File: src/rtl/mux_scan_serializer_if.sv
// Handshake and mux-side bundle for mux_scan_serializer.
// master = the serializer, slave = upstream/mux/downstream environment.
interface mux_scan_serializer_if #(
  parameter int N  = 16,
  parameter int SW = 4
);
  logic          load_valid;
  logic          load_ready;
  logic [N-1:0]  load_data;
  logic [N-1:0]  mux_w;
  logic [SW-1:0] mux_s;
  logic          mux_f;
  logic          ser_valid;
  logic          ser_ready;
  logic          ser_data;
  logic          ser_last;
  logic          busy;

  modport master (
    input  load_valid, load_data, mux_f, ser_ready,
    output load_ready, mux_w, mux_s, ser_valid, ser_data, ser_last, busy
  );

  modport slave (
    output load_valid, load_data, mux_f, ser_ready,
    input  load_ready, mux_w, mux_s, ser_valid, ser_data, ser_last, busy
  );
endinterface

File: src/rtl/mux_scan_serializer.sv
// Sequencer for a combinational N:1 mux: holds a word, scans the selects, serializes mux_f.
// Optional trailing even-parity bit when SCAN_PARITY_EN is defined.
//
// state | meaning
// IDLE  | waiting for a word, load_ready=1
// SHIFT | offering mux_f for channel mux_s
// PAR   | offering the even-parity bit (SCAN_PARITY_EN only)
module mux_scan_serializer #(
  parameter int N         = 16,
  parameter int SW        = 4,
  parameter bit MSB_FIRST = 1'b0
) (
  input  logic clk,
  input  logic resetn,
  mux_scan_serializer_if.master bus
);

  localparam logic [SW-1:0] LAST_CNT  = SW'(N - 1);
  localparam logic [SW-1:0] FIRST_SEL = MSB_FIRST ? LAST_CNT : '0;

`ifdef SCAN_PARITY_EN
  typedef enum logic [1:0] {IDLE, SHIFT, PAR} state_t;
`else
  typedef enum logic [1:0] {IDLE, SHIFT} state_t;
`endif

  state_t        state, state_nxt;
  logic [N-1:0]  word_q;
  logic [SW-1:0] sel_q;
  logic [SW-1:0] cnt_q;
  logic          load_ready_c, ser_valid_c, ser_data_c, ser_last_c;
  logic          load_fire, shift_fire, last_bit;

`ifdef SCAN_PARITY_EN
  logic          parity_q;
`endif

  assign load_fire  = bus.load_valid & load_ready_c;
  assign shift_fire = (state == SHIFT) & bus.ser_ready;
  assign last_bit   = (cnt_q == LAST_CNT);

  always_ff @(posedge clk) begin
    if (!resetn) begin
      state  <= IDLE;
      word_q <= '0;
      sel_q  <= '0;
      cnt_q  <= '0;
`ifdef SCAN_PARITY_EN
      parity_q <= 1'b0;
`endif
    end else begin
      state <= state_nxt;
      if (load_fire) begin
        word_q <= bus.load_data;
        sel_q  <= FIRST_SEL;
        cnt_q  <= '0;
`ifdef SCAN_PARITY_EN
        parity_q <= 1'b0;
`endif
      end else if (shift_fire) begin
`ifdef SCAN_PARITY_EN
        parity_q <= parity_q ^ bus.mux_f;
`endif
        // The select never wraps: the final bit leaves SHIFT instead of stepping.
        if (!last_bit) begin
          cnt_q <= cnt_q + 1'b1;
          sel_q <= MSB_FIRST ? sel_q - 1'b1 : sel_q + 1'b1;
        end
      end
    end
  end

  always_comb begin
    state_nxt    = state;
    load_ready_c = 1'b0;
    ser_valid_c  = 1'b0;
    ser_data_c   = 1'b0;
    ser_last_c   = 1'b0;
    case (state)
      IDLE: begin
        load_ready_c = 1'b1;
        if (bus.load_valid) state_nxt = SHIFT;
      end
      SHIFT: begin
        ser_valid_c = 1'b1;
        ser_data_c  = bus.mux_f;
`ifdef SCAN_PARITY_EN
        if (bus.ser_ready && last_bit) state_nxt = PAR;
`else
        ser_last_c = last_bit;
        if (bus.ser_ready && last_bit) state_nxt = IDLE;
`endif
      end
`ifdef SCAN_PARITY_EN
      PAR: begin
        ser_valid_c = 1'b1;
        ser_data_c  = parity_q;
        ser_last_c  = 1'b1;
        if (bus.ser_ready) state_nxt = IDLE;
      end
`endif
      default: state_nxt = IDLE;
    endcase
  end

  assign bus.load_ready = load_ready_c;
  assign bus.ser_valid  = ser_valid_c;
  assign bus.ser_data   = ser_data_c;
  assign bus.ser_last   = ser_last_c;
  assign bus.mux_w      = word_q;
  assign bus.mux_s      = sel_q;
  assign bus.busy       = (state != IDLE);

endmodule
File: src/flat_wrapper.sv
// flat-port wrapper written by rule: the top's interface ports become plain ports
module mux_scan_serializer_flat 
#(
  parameter int N         = 16,
  parameter int SW        = 4,
  parameter bit MSB_FIRST = 1'b0
)
  (clk, resetn, bus_load_valid, bus_load_data, bus_mux_f, bus_ser_ready, bus_load_ready, bus_mux_w, bus_mux_s, bus_ser_valid, bus_ser_data, bus_ser_last, bus_busy);
  mux_scan_serializer_if #(.N(N), .SW(SW)) bus_i ();
  input  logic clk;
  input  logic resetn;
  input wire logic [$bits(bus_i.load_valid)-1:0] bus_load_valid;
  input wire logic [$bits(bus_i.load_data)-1:0] bus_load_data;
  input wire logic [$bits(bus_i.mux_f)-1:0] bus_mux_f;
  input wire logic [$bits(bus_i.ser_ready)-1:0] bus_ser_ready;
  output wire logic [$bits(bus_i.load_ready)-1:0] bus_load_ready;
  output wire logic [$bits(bus_i.mux_w)-1:0] bus_mux_w;
  output wire logic [$bits(bus_i.mux_s)-1:0] bus_mux_s;
  output wire logic [$bits(bus_i.ser_valid)-1:0] bus_ser_valid;
  output wire logic [$bits(bus_i.ser_data)-1:0] bus_ser_data;
  output wire logic [$bits(bus_i.ser_last)-1:0] bus_ser_last;
  output wire logic [$bits(bus_i.busy)-1:0] bus_busy;
  assign bus_i.load_valid = bus_load_valid;
  assign bus_i.load_data = bus_load_data;
  assign bus_i.mux_f = bus_mux_f;
  assign bus_i.ser_ready = bus_ser_ready;
  assign bus_load_ready = bus_i.load_ready;
  assign bus_mux_w = bus_i.mux_w;
  assign bus_mux_s = bus_i.mux_s;
  assign bus_ser_valid = bus_i.ser_valid;
  assign bus_ser_data = bus_i.ser_data;
  assign bus_ser_last = bus_i.ser_last;
  assign bus_busy = bus_i.busy;
  mux_scan_serializer #(.N(N), .SW(SW), .MSB_FIRST(MSB_FIRST)) u_core (.clk(clk), .resetn(resetn), .bus(bus_i));
endmodule
File: config.mk
export PLATFORM = sky130hd
export DESIGN_NAME = mux_scan_serializer_flat
export DESIGN_NICKNAME = d
export VERILOG_FILES = /design/src/rtl/mux_scan_serializer_if.sv /design/src/rtl/mux_scan_serializer.sv /design/src/flat_wrapper.sv
export SDC_FILE = /design/constraint.sdc
export NUM_CORES = 1
export LEC_CHECK = 0
export ABC_AREA = 1
export BUFFER_PORTS_ARGS = -buffer_cell sky130_fd_sc_hd__buf_2
export CAP_MARGIN = 10
export CORE_UTILIZATION = 47
export CTS_CLUSTER_DIAMETER = 30
export CTS_CLUSTER_SIZE = 12
export DETAILED_ROUTE_END_ITERATION = 7
export MAX_ROUTING_LAYER = met4
export PLACE_DENSITY = 0.83
export SYNTH_ARGS = -nofsm -noshare
export SYNTH_HDL_FRONTEND = slang
export SYNTH_SLANG_ARGS = --single-unit
File: constraint.sdc
create_clock -name clk -period 1.5 [get_ports clk]
set_input_delay 0.3 -clock clk [delete_from_list [all_inputs] [get_ports clk]]
set_output_delay 0.3 -clock clk [all_outputs]
set_load 0.01 [all_outputs]
==> impl_metrics.prom <==
# TYPE chip_impl_metric gauge
chip_impl_metric{name="clock_sinks",unit=""} 25
chip_impl_metric{name="ys_warn_count",unit=""} 0
chip_impl_metric{name="cts.htree.levels",unit=""} 1
chip_impl_metric{name="via_per_inst",unit=""} 4.83
chip_impl_metric{name="placement.io_buffers",unit=""} 45
chip_impl_metric{name="place_hpwl",unit="um"} 1770
chip_impl_info{name="hold_path.class",value="in2reg"} 1
chip_impl_metric{name="grt_use_total",unit="%"} 20.0
chip_impl_metric{name="netlist_area_before_placement",unit="sq um"} 1150
chip_impl_metric{name="grt_pass1_vias",unit=""} 877
chip_impl_metric{name="fp.dieArea",unit="sq um"} 2660
chip_impl_metric{name="n_diodes",unit=""} 0
chip_impl_metric{name="clock-skew-final",unit="ns"} 0.000808
chip_impl_metric{name="vias",unit=""} 1015
chip_impl_info{name="yosys.cell_count.top_type",value="sky130_fd_sc_hd__nor2_1"} 1
chip_impl_metric{name="finished_layout_cell_area",unit="sq um"} 1440
chip_impl_metric{name="finalWorstPathRequiredPeriod",unit="ns"} 1.43
chip_impl_info{name="critical_path_class",value="reg2out"} 1
chip_impl_metric{name="setup_ws",unit="ns"} 0.0698
chip_impl_metric{name="grt_antenna_before_repair",unit=""} 0
chip_impl_metric{name="fp.dieH",unit="um"} 51.6
chip_impl_metric{name="final_net_count",unit=""} 206
chip_impl_metric{name="worst-endpoint-required",unit="ns"} 1.20
chip_impl_metric{name="synthesis.instances",unit=""} 134
chip_impl_metric{name="site_rows",unit=""} 17
chip_impl_metric{name="post_synthesis_net_count",unit=""} 157
chip_impl_metric{name="clock_tree.buffer_depth",unit=""} 2
chip_impl_metric{name="number_of_flops_mapped_to_enable_cells_by_yosys",unit=""} 0
chip_impl_metric{name="drt-total-wl",unit="um"} 2340
chip_impl_metric{name="async_reset_ff_share",unit="%"} 0
chip_impl_metric{name="timing.critical_path.arrival",unit="ns"} 1.13
chip_impl_info{name="synthDominantAreaCellType",value="sky130_fd_sc_hd__dfxtp_1"} 1
chip_impl_metric{name="layout_worst_path_cycle_share",unit="%"} 95.3
chip_impl_info{name="synth_area_leaders",value="sky130_fd_sc_hd__dfxtp_1, sky130_fd_sc_hd__nor2_1, sky130_fd_sc_hd__nor2_2"} 1
chip_impl_metric{name="areaGrowthSynthToFinish",unit="%"} 24.3
chip_impl_metric{name="cellPowerDensity",unit="nW/um^2"} 867
chip_impl_metric{name="fmax",unit="MHz"} 699
chip_impl_metric{name="vdd.ir_drop.worst",unit="mV"} 0.645
chip_impl_metric{name="firstDrtPassIters",unit=""} 4
chip_impl_metric{name="synth_top_area_share",unit="%"} 43.3
chip_impl_info{name="synth_flop_cell",value="sky130_fd_sc_hd__dfxtp_1"} 1
chip_impl_metric{name="placement.cell_area",unit="sq um"} 1370
chip_impl_metric{name="number_of_drc_markers_after_the_initial_detailed_route_iteration",unit=""} 8
chip_impl_metric{name="start_util",unit="%"} 51.2
chip_impl_metric{name="ios",unit=""} 46
chip_impl_metric{name="slew_headroom",unit="%"} 71.8
chip_impl_metric{name="syn_avg_cell_area",unit="sq um"} 8.62
chip_impl_metric{name="slew_viol_final",unit=""} 0
chip_impl_info{name="synthTopCellsByCount",value="sky130_fd_sc_hd__nor2_1, sky130_fd_sc_hd__dfxtp_1, sky130_fd_sc_hd__nor2_2"} 1
chip_impl_metric{name="grt_start_max_net_pins",unit=""} 19
chip_impl_metric{name="detail_route.drc_violations",unit=""} 0
chip_impl_info{name="unrepaired_setup_endpoints_after_global_routing",value="no"} 1
chip_impl_metric{name="insertion_delay",unit="ns"} 0.31
chip_impl_metric{name="worstPathMaxFanout",unit=""} 2
chip_impl_metric{name="ff2ff_setup_slack",unit="ns"} 0.20
chip_impl_metric{name="sequential_cell_area",unit="sq um"} 504
chip_impl_metric{name="layout-drive-gt1-share",unit="%"} 50.0
chip_impl_metric{name="pre_cts_slack",unit="ns"} 0.169
chip_impl_metric{name="tritoncts.num_buffers",unit=""} 3
chip_impl_info{name="startpoint_type",value="flop"} 1
chip_impl_metric{name="cts.reportedPaths.clkPinSlew",unit="ns"} 0.12
chip_impl_metric{name="timing_hold_violations_final",unit=""} 0
chip_impl_metric{name="drv.max_cap_violation_count",unit=""} 0
chip_impl_metric{name="global_route_wire_length_before_repair",unit="um"} 3830
chip_impl_metric{name="timing.final.setup_violations",unit=""} 0
chip_impl_metric{name="timing_worst_slew_pin_value",unit="ns"} 0.422
chip_impl_metric{name="die_width",unit="um"} 51.6
chip_impl_info{name="run_status",value="completed"} 1
chip_impl_metric{name="n_fill_cell",unit=""} 217
chip_impl_metric{name="antenna_left",unit=""} 0
chip_impl_metric{name="core",unit="sq um"} 2250
chip_impl_metric{name="setup_tns",unit="ns"} 0
chip_impl_metric{name="seq_area_frac_synth",unit="%"} 43.3
chip_impl_metric{name="ys_seq_elements",unit=""} 25
chip_impl_metric{name="gp_congestion",unit=""} 0.755
chip_impl_metric{name="number_of_buffers_inserted_by_hold_repair_at_cts",unit=""} 0
chip_impl_metric{name="p_leak",unit="nW"} 0.680
chip_impl_metric{name="post_synth_num_cell_types",unit=""} 24
chip_impl_info{name="cts_root_buf",value="sky130_fd_sc_hd__clkbuf_4"} 1
chip_impl_metric{name="multi_input_area",unit="sq um"} 563
chip_impl_metric{name="avgRoutedWirePerCell",unit="um"} 11.2
chip_impl_info{name="worst_setup_path_end_kind",value="output port"} 1
chip_impl_metric{name="globalRoute.totalOverflow",unit=""} 0
chip_impl_info{name="cts_tree",value="yes"} 1
-- where the power goes --
group | total [mW] | leakage, nW | switching, mW | internal (mW)
registers | 0.731 | 0.207 | 0.0261 | 0.705
logic | 0.226 | 0.455 | 0.134 | 0.0919
clock network | 0.287 | 0.0177 | 0.188 | 0.0997
total | 1.24 | 0.680 | 0.348 | 0.897
-- layout by cell type (no fill, tap or decap), drive strengths merged --
cell	netlist	final
inv	10	10
a21oi	6	6
nand3	3	3
nor2	40	40
buf	4	48
nand4	2	2
dfxtp	25	25
ha	2	2
clkinv	1	2
clkbuf	0	3
xor2	2	2
nand2	20	20
o21ai	19	19
-- kinds of logic (layout without fill, tap and decap cells) --
| logic type | after synthesis | in the layout | share of synthesized area (%) |
|---|---|---|---|
| AOI/OAI and AO/OA | 25 | 25 | 13.4 |
| DFF | 25 | 25 | 43.3 |
| and+or+nand+nor | 65 | 65 | 30.6 |
| adders and majority gates | 2 | 2 | 2.17 |
| xor gates and xnor gates | 2 | 2 | 1.52 |
| buffers and inverters | 15 | 63 | 8.99 |
-- per-stage QoR --
stage	util [%]	total power [mW]	hold slack, ns	instances
2_1_floorplan	-	0.888	0.428	134
3_3_place_gp	60.7	0.959	0.471	203
3_5_place_dp	60.7	0.967	0.491	203
4_1_cts	63.6	1.26	0.192	210
5_1_grt	63.7	1.33	0.192	210
6_report	63.7	1.24	0.203	210
-- area by class of cell --
| type | instances | share of cell area, % |
|---|---|---|
| Clock buffer | 3 | 1.57 |
| Clock inverter | 1 | 0.349 |
| Inverter | 11 | 4.01 |
| Multi-Input combinational cell | 94 | 39.2 |
| Sequential cell | 25 | 35.1 |
| Tap cell | 28 | 2.44 |
| Timing Repair Buffer | 48 | 17.3 |
-- worst paths after layout --
path	start	endpoint	depth (start not counted)
max	u_core.cnt_q[0]	bus_ser_last	4
min	bus_load_data[13]	u_core.bus.mux_w[13]	3
max reg2reg	u_core.state[0]	u_core.cnt_q[1]	6
min reg2reg	u_core.bus.mux_w[9]	u_core.bus.mux_w[9]	2
-- worst max-delay path, stage by stage, from the launching register on --
cell	delay, ns
sky130_fd_sc_hd__dfxtp_2	0.37
sky130_fd_sc_hd__ha_4	0.16
sky130_fd_sc_hd__nand3_4	0.07
sky130_fd_sc_hd__nor2_1	0.09
sky130_fd_sc_hd__buf_2	0.13
-- state kept, by name, summed over array words and instances, names as in the netlist --
name,flops
u_core.cnt_q,4
u_core.bus.mux_s,4
u_core.bus.mux_w,16
u_core.state,1
-- routing by layer --
layer  wire length [um]  vias up  part of all wire [%]  global-route usage, %
met3                130        2                   5.6                   5.56
met5                  0        -                     0                      -
met4                 12        0                  0.51                   5.41
met2               1150       30                    49                   35.1
li1                   -      520                     -                      -
met1               1050      463                    45                   22.2
-- repair_timing --
action,CTS,global route
setup buffers,3,0
gates cloned,0,0
hold endpoints to repair,0,0
resized for setup,4,1
pin swaps,0,0
endpoints found under the setup margin,1,1
No activity file was read; power rests on OpenSTA's default activity.
